## config.mk

```make
export PLATFORM = sky130hd
export DESIGN_NAME = param_stack
export DESIGN_NICKNAME = d
export VERILOG_FILES = /design/src/rtl/stack_pkg.sv /design/src/rtl/stack_ram.sv /design/src/rtl/param_stack.sv
export SDC_FILE = /design/constraint.sdc
export NUM_CORES = 2
export LEC_CHECK = 0
export CAP_MARGIN = 5
export CELL_PAD_IN_SITES_DETAIL_PLACEMENT = 1
export CELL_PAD_IN_SITES_GLOBAL_PLACEMENT = 2
export CORE_UTILIZATION = 40
export CTS_CLUSTER_DIAMETER = 40
export CTS_CLUSTER_SIZE = 28
export DETAILED_ROUTE_END_ITERATION = 6
export PLACE_DENSITY_LB_ADDON = 0.3
export SLEW_MARGIN = 20
export SYNTH_ARGS = -nofsm -noshare
export SYNTH_HDL_FRONTEND = slang
export SYNTH_SLANG_ARGS = --single-unit
```

## constraint.sdc

```tcl
create_clock -name clk -period 16.88 [get_ports clk]
set_input_delay 3.376 -clock clk [delete_from_list [all_inputs] [get_ports clk]]
set_output_delay 3.376 -clock clk [all_outputs]
set_load 0.01 [all_outputs]
```

## src/rtl/stack_pkg.sv

```systemverilog
// Shared constants and helpers for the parametrised LIFO stack (param_stack).
package stack_pkg;

  localparam int DEF_WIDTH = 32;
  localparam int DEF_DEPTH = 128;

  typedef logic [1:0] err_code_t;

  localparam err_code_t ERR_NONE = 2'd0;
  localparam err_code_t ERR_OVF  = 2'd1;
  localparam err_code_t ERR_UNF  = 2'd2;

  // Width of an occupancy counter that must represent 0..depth inclusive.
  function automatic int count_width(input int depth);
    return $clog2(depth) + 1;
  endfunction

endpackage

```

## src/rtl/stack_ram.sv

```systemverilog
// Simple dual-port synchronous RAM with read-before-write and a resettable
// read register; the array itself is never reset so it maps onto block RAM.
module stack_ram
  import stack_pkg::*;
#(
  parameter int WIDTH  = DEF_WIDTH,
  parameter int DEPTH  = DEF_DEPTH,
  parameter int ADDR_W = $clog2(DEPTH)
) (
  input  logic              clk,
  input  logic              we,
  input  logic [ADDR_W-1:0] waddr,
  input  logic [WIDTH-1:0]  wdata,
  input  logic              re,
  input  logic              rrst,
  input  logic [ADDR_W-1:0] raddr,
  output logic [WIDTH-1:0]  rdata
);

  logic [WIDTH-1:0] mem [DEPTH];

  // Write port.
  always_ff @(posedge clk) begin
    if (we) begin
      mem[waddr] <= wdata;
    end
  end

  // Read port; non-blocking semantics return the old word on a same-address write.
  always_ff @(posedge clk) begin
    if (rrst) begin
      rdata <= {WIDTH{1'b0}};
    end else if (re) begin
      rdata <= mem[raddr];
    end
  end

endmodule

```

## src/rtl/param_stack.sv

```systemverilog
// Parametrised LIFO stack with status, sticky error flags and pop qualifiers.
// Optional macro PARAM_STACK_IRQ_EN adds a one-cycle err_irq pulse per error.
module param_stack
  import stack_pkg::*;
#(
  parameter int WIDTH = DEF_WIDTH,
  parameter int DEPTH = DEF_DEPTH,
  parameter int PTR_W = $clog2(DEPTH)
) (
  input  logic             clk,
  input  logic             reset,
  input  logic [WIDTH-1:0] d,
  output logic [WIDTH-1:0] q,
  input  logic             push,
  input  logic             pop,
  input  logic             clear,
  input  logic             hold,
  input  logic             err_clr,
  output logic             full,
  output logic             empty,
  output logic [PTR_W:0]   count,
  output logic             overflow,
  output logic             underflow
`ifdef PARAM_STACK_IRQ_EN
  ,
  output logic             err_irq
`endif
);

  localparam int CNT_W = count_width(DEPTH);

  logic [CNT_W-1:0] count_r;
  logic [CNT_W-1:0] count_nxt_s;
  logic             overflow_r;
  logic             underflow_r;
  logic [PTR_W-1:0] ptr_s;
  logic [PTR_W-1:0] top_s;
  logic [PTR_W-1:0] waddr_s;
  logic             full_s;
  logic             empty_s;
  logic             eff_pop_s;
  logic             we_s;
  logic             re_s;
  logic             zero_q_s;
  err_code_t        err_s;

  assign ptr_s   = count_r[PTR_W-1:0];
  assign top_s   = ptr_s - PTR_W'(1);
  assign full_s  = (count_r == CNT_W'(DEPTH));
  assign empty_s = (count_r == {CNT_W{1'b0}});

  // Decode the request into RAM strobes, next occupancy and error event.
  always_comb begin
    eff_pop_s   = pop && !clear && !hold;
    we_s        = 1'b0;
    re_s        = 1'b0;
    zero_q_s    = 1'b0;
    waddr_s     = ptr_s;
    count_nxt_s = count_r;
    err_s       = ERR_NONE;
    if (eff_pop_s && !empty_s) begin
      re_s = 1'b1;
      if (push) begin
        // Replace-top: read and overwrite the same word in one cycle.
        we_s    = 1'b1;
        waddr_s = top_s;
      end else begin
        count_nxt_s = count_r - CNT_W'(1);
      end
    end else begin
      if (eff_pop_s) begin
        zero_q_s = 1'b1;
        err_s    = ERR_UNF;
      end else if (pop && clear) begin
        zero_q_s = 1'b1;
      end else begin
        zero_q_s = 1'b0;
      end
      if (push && !full_s) begin
        we_s        = 1'b1;
        count_nxt_s = count_r + CNT_W'(1);
      end else if (push) begin
        err_s = ERR_OVF;
      end else begin
        count_nxt_s = count_r;
      end
    end
  end

  // Occupancy and sticky error flags; a new event outranks err_clr.
  always_ff @(posedge clk) begin
    if (reset) begin
      count_r     <= {CNT_W{1'b0}};
      overflow_r  <= 1'b0;
      underflow_r <= 1'b0;
    end else begin
      count_r     <= count_nxt_s;
      overflow_r  <= (err_s == ERR_OVF) || (overflow_r && !err_clr);
      underflow_r <= (err_s == ERR_UNF) || (underflow_r && !err_clr);
    end
  end

`ifdef PARAM_STACK_IRQ_EN
  logic err_irq_r;

  // One-cycle pulse following any overflow or underflow event.
  always_ff @(posedge clk) begin
    if (reset) begin
      err_irq_r <= 1'b0;
    end else begin
      err_irq_r <= (err_s != ERR_NONE);
    end
  end

  assign err_irq = err_irq_r;
`endif

  stack_ram #(
    .WIDTH  (WIDTH),
    .DEPTH  (DEPTH),
    .ADDR_W (PTR_W)
  ) u_ram (
    .clk   (clk),
    .we    (we_s && !reset),
    .waddr (waddr_s),
    .wdata (d),
    .re    (re_s && !reset),
    .rrst  (reset || zero_q_s),
    .raddr (top_s),
    .rdata (q)
  );

  assign count     = count_r;
  assign full      = full_s;
  assign empty     = empty_s;
  assign overflow  = overflow_r;
  assign underflow = underflow_r;

endmodule
```

### After elaboration in Yosys (flattened, before gate mapping)

Memories as Yosys holds them, arrays and structs flattened. A register that Yosys moved wholly into a read port is not among the register bits.
Index checks and enable logic that the tools add are counted.

| word-level totals | value |
|---|---|
| bits in read-only memories | 0 |
| memories kept | 1 |
| logic and storage cells | 50 |
| flip-flop bits (word level) | 10 |
| input port bits | 39 |
| output and inout bits | 44 |
| latch bits | 0 |
| memory bits (writable) | 4096 |

Memories:

| name | depth | bits a word | read ports | clocked after Yosys merged registers in | write ports | line | text |
|---|---|---|---|---|---|---|---|
| u_ram.mem | 128 | 32 | 1 | 1 | 1 | stack_ram.sv:20 | `logic [WIDTH-1:0] mem [DEPTH];` |

| operators by class | value |
|---|---|
| equality and inequality tests | 4 |
| $mul | 0 |
| divide/modulo/power cells | 0 |
| reductions and logical operators | 21 |
| $lt $le $gt $ge | 0 |
| bitwise operators | 0 |
| shifts and indexed selects | 0 |
| mux-type cells | 18 |
| $add $sub $neg | 3 |

Operator list:

| operator | number |
|---|---|
| 8-bit 2-to-1 mux | 3 |
| 7-bit 2-to-1 mux | 2 |
| 1-bit logical AND | 9 |
| 1-bit 2-to-1 mux | 9 |
| 8-bit by 1-bit adder with 8-bit output (second input constant) | 1 |
| 8-bit == test (second input constant) | 1 |
| 8-bit zero test | 1 |
| 2-bit 2-to-1 mux | 4 |
| 8-bit by 1-bit subtractor with 8-bit output (second input constant) | 1 |
| 7-bit by 1-bit subtractor with 7-bit output (second input constant) | 1 |
| 1-bit zero test | 6 |
| 1-bit logical OR | 3 |
| 2-bit by 1-bit == test with 1-bit output (second input constant) | 1 |
| 2-bit == test (second input constant) | 1 |
| 2-bit != test (second input constant) | 1 |
| 2-bit AND reduction | 1 |
| 2-bit nonzero test | 1 |

### Depth between registers and ports, before layout

| depth | value |
|---|---|
| depth after elaboration | 9 |
| gate-level depth with buffers | 21 |
| gate-level depth less buffers | 13 |

### Cells and area by module

From an unflattened synthesis, not the netlist that was laid out.

| second synthesis, totals | value |
|---|---|
| cells, all modules | 7077 |
| area, all modules | 159092.6 um^2 |

By module, submodules not included:

| module | area each (um^2) | cells each | sequential area each (um^2) | instances |
|---|---|---|---|---|
| stack_ram | 158032.8 | 6948 | 123638.6 | 1 |
| param_stack | 1059.8 | 129 | 200.2 | 1 |

### Worst setup path after synthesis

OpenSTA, ideal clock, no wires.

| timing | value |
|---|---|
| kind | input port to flip-flop |
| from | input clear |
| to | memory u_ram.mem[127][0] (netlist bit), enable pin |
| stages on the path | 6 |
| data arrival time | 6196 ps |
| data required time | 16459 ps |
| slack | 10263 ps |
| library setup time | 421 ps |
| buffers on the path | 1 |
| cell sequence | or3b_2 a311oi_1 nor2b_1 nand2_1 clkbuf_1 nor2_1 |

| on the way | value |
|---|---|
| word-level cells in the longest chain between the ends | 8 |
| elaborated cells between the ends (all ways) | 9 |
| those cells by class | mux (4); reduce/logical (5) |

Ends and longest elaborated chain:

| element | line | text |
|---|---|---|
| from (decl) | param_stack.sv:16 | `input logic clear,` |
| 1-bit zero test (*) | param_stack.sv:54 | `eff_pop_s = pop && !clear && !hold;` |
| 1-bit logical AND (*) (2 in series) | param_stack.sv:54 |  |
| 1-bit logical AND (*) | param_stack.sv:61 | `if (eff_pop_s && !empty_s) begin` |
| 1-bit 2-to-1 mux | param_stack.sv:61 |  |
| 1-bit logical AND | param_stack.sv:124 | `.we (we_s && !reset),` |
| 1-bit 2-to-1 mux | stack_ram.sv:24 | `if (we) begin` |
| 1-bit 2-to-1 mux (implied by the code) | stack_ram.sv:25 | `mem[waddr] <= wdata;` |
| to (decl) | stack_ram.sv:20 |  |

Mark *: on every way between the ends. The rest lies on a longest branch, timed or not.

### Final worst setup path

| timing | value |
|---|---|
| from | register count_r[0] (netlist: count[0]) |
| to | output full |

| on the way | value |
|---|---|
| word-level cells in the longest chain between the ends | 1 |

Ends and longest elaborated chain:

| element | line | text |
|---|---|---|
| from (decl) | param_stack.sv:32 | `logic [CNT_W-1:0] count_r;` |
| from (signal assigned) | param_stack.sv:93 | `count_r <= {CNT_W{1'b0}};` |
| from (signal assigned) | param_stack.sv:97 | `count_r <= count_nxt_s;` |
| 8-bit == test | param_stack.sv:49 | `assign full_s = (count_r == CNT_W'(DEPTH));` |
| to (decl) | param_stack.sv:19 | `output logic full,` |

Every way passes these cells.

==> impl_metrics.prom <==
# TYPE chip_impl_metric gauge
chip_impl_info{name="most_common_library_cell_in_the_layout_ignoring_fill_and_taps",value="edfxtp_1"} 1
chip_impl_metric{name="min_path_cells",unit=""} 2
chip_impl_metric{name="asyncSetResetFlopFracSynth",unit=""} 0
chip_impl_metric{name="power.internal",unit="W"} 0.0198
chip_impl_metric{name="worst_skew_pair.late_latency",unit="ns"} 1.03
chip_impl_metric{name="reg2regPathDepth",unit=""} 12
chip_impl_metric{name="drive_gt1_frac",unit=""} 0.290
chip_impl_metric{name="nNetsFinal",unit=""} 7796
chip_impl_info{name="timing.hold.worst.start",value="overflow$_SDFF_PP0_"} 1
chip_impl_metric{name="dieWidth",unit="um"} 632
chip_impl_metric{name="syn_to_final_growth",unit="%"} 17.2
chip_impl_info{name="worst_hold_path.endpoint",value="overflow$_SDFF_PP0_"} 1
chip_impl_metric{name="mappedNetlistArea",unit="mm^2"} 0.159
chip_impl_metric{name="swShare",unit=""} 0.288
chip_impl_metric{name="core.rowCount",unit=""} 231
chip_impl_metric{name="timing.clock.skew",unit="ns"} 0.0424
chip_impl_metric{name="groute.usage.overall",unit=""} 0.239
chip_impl_metric{name="overflow",unit=""} 0
chip_impl_metric{name="maximum_frequency_from_static_timing_analysis",unit="MHz"} 132
chip_impl_metric{name="cts_buffers",unit=""} 529
chip_impl_info{name="rsz0062_at_grt",value="false"} 1
chip_impl_info{name="worstReg2RegStart",value="count[0]$_SDFFE_PP0P_"} 1
chip_impl_metric{name="post_cts_hold_buffer_count",unit=""} 0
chip_impl_metric{name="routed_length_per_instance",unit="um"} 36.0
chip_impl_metric{name="vdd_drop_max",unit="mV"} 0.102
chip_impl_metric{name="htreeDepth",unit=""} 6
chip_impl_metric{name="drt_iter0_drc",unit=""} 10900
chip_impl_metric{name="setup-tns-final",unit="ns"} 0
chip_impl_metric{name="first_global_vias",unit=""} 80200
chip_impl_info{name="cpMaxStageDelayCell",value="or4b_1"} 1
chip_impl_metric{name="worstMarginPinSlew",unit="ns"} 1.26
chip_impl_metric{name="die_area",unit="mm^2"} 0.400
chip_impl_metric{name="cell_count_after_synthesis",unit=""} 7309
chip_impl_metric{name="layout_min_cycle_time",unit="ns"} 7.60
chip_impl_metric{name="port_buffers",unit=""} 82
chip_impl_metric{name="chipHeight",unit="um"} 632
chip_impl_metric{name="timing.critical_path.fanout_max",unit=""} 36
chip_impl_info{name="crit_path_end_kind",value="output pin"} 1
chip_impl_metric{name="p_switching",unit="W"} 0.00802
chip_impl_metric{name="max-cap-violations",unit=""} 0
chip_impl_metric{name="place.gp.congestion",unit=""} 0.858
chip_impl_metric{name="via_per_inst",unit=""} 5.94
chip_impl_metric{name="register_area_share_after_synthesis",unit=""} 0.780
chip_impl_metric{name="cts.repair.resized",unit=""} 0
chip_impl_info{name="critPathKind",value="reg -> out"} 1
chip_impl_info{name="biggest_area_contributors_in_the_synthesized_netlist",value="edfxtp_1 (77%), mux4_2 (15%), nand2_1 (1.7%)"} 1
chip_impl_metric{name="setup_viol_count_final",unit=""} 0
chip_impl_info{name="clockRootBuffer",value="clkbuf_16"} 1
chip_impl_metric{name="floorplan.io_pins",unit=""} 83
chip_impl_metric{name="power_density",unit="mW/mm^2"} 149
chip_impl_info{name="timing.hold.worst.class",value="reg -> reg"} 1
chip_impl_info{name="start_kind",value="flop"} 1
chip_impl_info{name="worstReg2RegEnd",value="u_ram.rdata[25]$_SDFFE_PP0P_"} 1
chip_impl_metric{name="timing_max_transition_violations_final",unit=""} 0
chip_impl_metric{name="slew-limit-headroom",unit=""} 0.161
chip_impl_metric{name="antenna_left",unit=""} 0
chip_impl_info{name="dominantRegCellSynth",value="edfxtp_1"} 1
chip_impl_metric{name="routed_wl",unit="mm"} 484
chip_impl_metric{name="synth_nets",unit=""} 7357
chip_impl_metric{name="post-route-cell-area",unit="mm^2"} 0.186
chip_impl_metric{name="share_of_the_synthesized_area_in_the_top_cell_type",unit=""} 0.774
chip_impl_info{name="cts_tree",value="done"} 1
chip_impl_metric{name="final_min_period_over_clock_period",unit=""} 0.450
chip_impl_metric{name="number_of_enable_flip_flop_cells_after_synthesis",unit=""} 4096
chip_impl_metric{name="cp_data_required_time",unit="ns"} 13.50
chip_impl_metric{name="r2r_slack",unit="ns"} 9.73
chip_impl_info{name="status",value="completed"} 1
chip_impl_metric{name="grt_max_degree",unit=""} 109
chip_impl_metric{name="cts_sinks",unit=""} 4138
chip_impl_metric{name="yosys_register_bits",unit=""} 4138
chip_impl_metric{name="post_dp_cell_area",unit="mm^2"} 0.167
chip_impl_metric{name="synth.distinct_cells",unit=""} 73
chip_impl_metric{name="drcViolationCount",unit=""} 0
chip_impl_metric{name="pwr-share-comb",unit=""} 0.180
chip_impl_metric{name="grt_first_pass_wirelength",unit="mm"} 660
chip_impl_metric{name="yosysWarningCount",unit=""} 0
chip_impl_metric{name="power_leakage",unit="nW"} 57.9
chip_impl_metric{name="critical_path_arrival",unit="ns"} 4.23
chip_impl_metric{name="synthesis.area_per_instance",unit="um^2"} 21.7
chip_impl_metric{name="via_count",unit=""} 79900
chip_impl_metric{name="cp_peak_stage_delay",unit="ns"} 0.66
chip_impl_metric{name="floorplan.initialDensity",unit=""} 0.402
chip_impl_info{name="synthDominantAreaCellType",value="edfxtp_1"} 1
chip_impl_metric{name="seq_power_share",unit=""} 0.409
chip_impl_metric{name="hold_viol",unit=""} 0
chip_impl_metric{name="coreArea",unit="mm^2"} 0.395
chip_impl_metric{name="clock_pin_slew_worst_setup_and_hold_paths",unit="ns"} 0.05
chip_impl_metric{name="dp.final_hpwl",unit="mm"} 299
chip_impl_info{name="layout_common_cells",value="edfxtp_1 (4096), mux4_2 (1053), nand2_1 (727)"} 1
chip_impl_info{name="crit_path_cell_trace",value="clkinv_2, buf_4, ha_1, or4b_1, nor2_1, and2_1, clkdlybuf4s50_1"} 1
chip_impl_metric{name="detailedRoute.firstPassIterationCount",unit=""} 5
chip_impl_metric{name="cts-root-to-sink-buffers",unit=""} 4
chip_impl_metric{name="share_clk_of_total_power",unit=""} 0.412
chip_impl_metric{name="post_cts_setup_inserts",unit=""} 0
chip_impl_metric{name="antenna_violations_before_repair",unit=""} 42
## area by class of cell
type / count / area [um^2]
inverters: 8 / 31.3
clock inverters: 365 / 3990
clock buffers: 605 / 14000
flip-flops and latches: 4138 / 124000
well taps: 5242 / 6560
diodes: 10 / 25.0
fillers: 35300 / 209000
repair buffers: 323 / 3550
multi-input cells: 2748 / 34200
## worst max path at each step
stage                           from                            to  slack (ns)  cells after the start
6_report       count[0]$_SDFFE_PP0P_                          full        9.28                      7
5_1_grt        count[0]$_SDFFE_PP0P_  u_ram.rdata[16]$_SDFFE_PP0P_        8.99                     12
4_1_cts        count[0]$_SDFFE_PP0P_                          full        9.11                      7
3_5_place_dp                     pop    u_ram.mem[92][4]$_DFFE_PP_        8.57                      6
3_3_place_gp                     pop   u_ram.mem[28][20]$_DFFE_PP_        8.54                      6
2_1_floorplan                  clear   u_ram.mem[127][0]$_DFFE_PP_       10.26                      6
## power by group through the flow
stage | clock (W) | combinational, W | sequential, W
finish | 0.0115 | 0.00500 | 0.0114
global route | 0.0120 | 0.00515 | 0.0114
CTS | 0.0116 | 0.00502 | 0.0114
detailed placement | 0 | 0.00500 | 0.0116
global placement | 0 | 0.00496 | 0.0116
floorplan | 0 | 0.00267 | 0.0116
## sequential cells by signal, indices dropped and copies added, names as in the netlist
name,flops
underflow,1
count,8
u_ram.rdata,32
overflow,1
u_ram.mem,4096
## worst max-delay path: cells and delay by family, from the launching register on
kind                     cells  cell delay (ns)
adder cells (fa/ha/maj)      1             0.26
buffers and inverters        3             1.16
flip-flops                   1             0.53
AND/OR/NAND/NOR              3             1.25
## per-layer routing
layer | routed length (um) | part of all wire | track usage
met3 | 40900 | 0.084 | 0.0409
met2 | 224000 | 0.46 | 0.368
met1 | 201000 | 0.42 | 0.344
met4 | 18300 | 0.038 | 0.0824
met5 | 88 | 0.00018 | 0
## per-stage QoR
step / std cells / worst slack, ns / utilization / total power [W] / hold WS (ns)
floorplan: 7309 / 10.26 / - / 0.0142 / 0.493
finish: 13400 / 9.28 / 0.471 / 0.0278 / 0.484
CTS: 13400 / 9.11 / 0.468 / 0.0280 / 0.485
global route: 13400 / 8.99 / 0.471 / 0.0285 / 0.502
detailed placement: 12400 / 8.57 / 0.423 / 0.0166 / 0.478
global placement: 12400 / 8.54 / 0.422 / 0.0165 / 0.466
## kinds of logic after synthesis
| logic type | after synthesis | synth area share |
|---|---|---|
| compound gates | 408 | 0.0185 |
| xor+xnor | 16 | 0.000930 |
| fa+ha+maj | 9 | 0.000756 |
| buf+inv | 423 | 0.0130 |
| flops | 4138 | 0.780 |
| mux | 1192 | 0.158 |
| simple gates | 1123 | 0.0290 |
## cells in the mapped netlist, types with 14 or more instances
cell / n
buf_1: 14
o221ai_1: 30
a221oi_1: 18
edfxtp_1: 4096
a21oi_1: 55
mux4_2: 1053
buf_2: 157
a31oi_1: 152
nand3_1: 182
dfxtp_1: 42
clkbuf_1: 193
o32ai_1: 18
o22ai_1: 15
mux2i_1: 139
a32oi_1: 64
buf_4: 35
nor2_1: 158
nand2_1: 733
No activity file was read; power rests on OpenSTA's default activity.
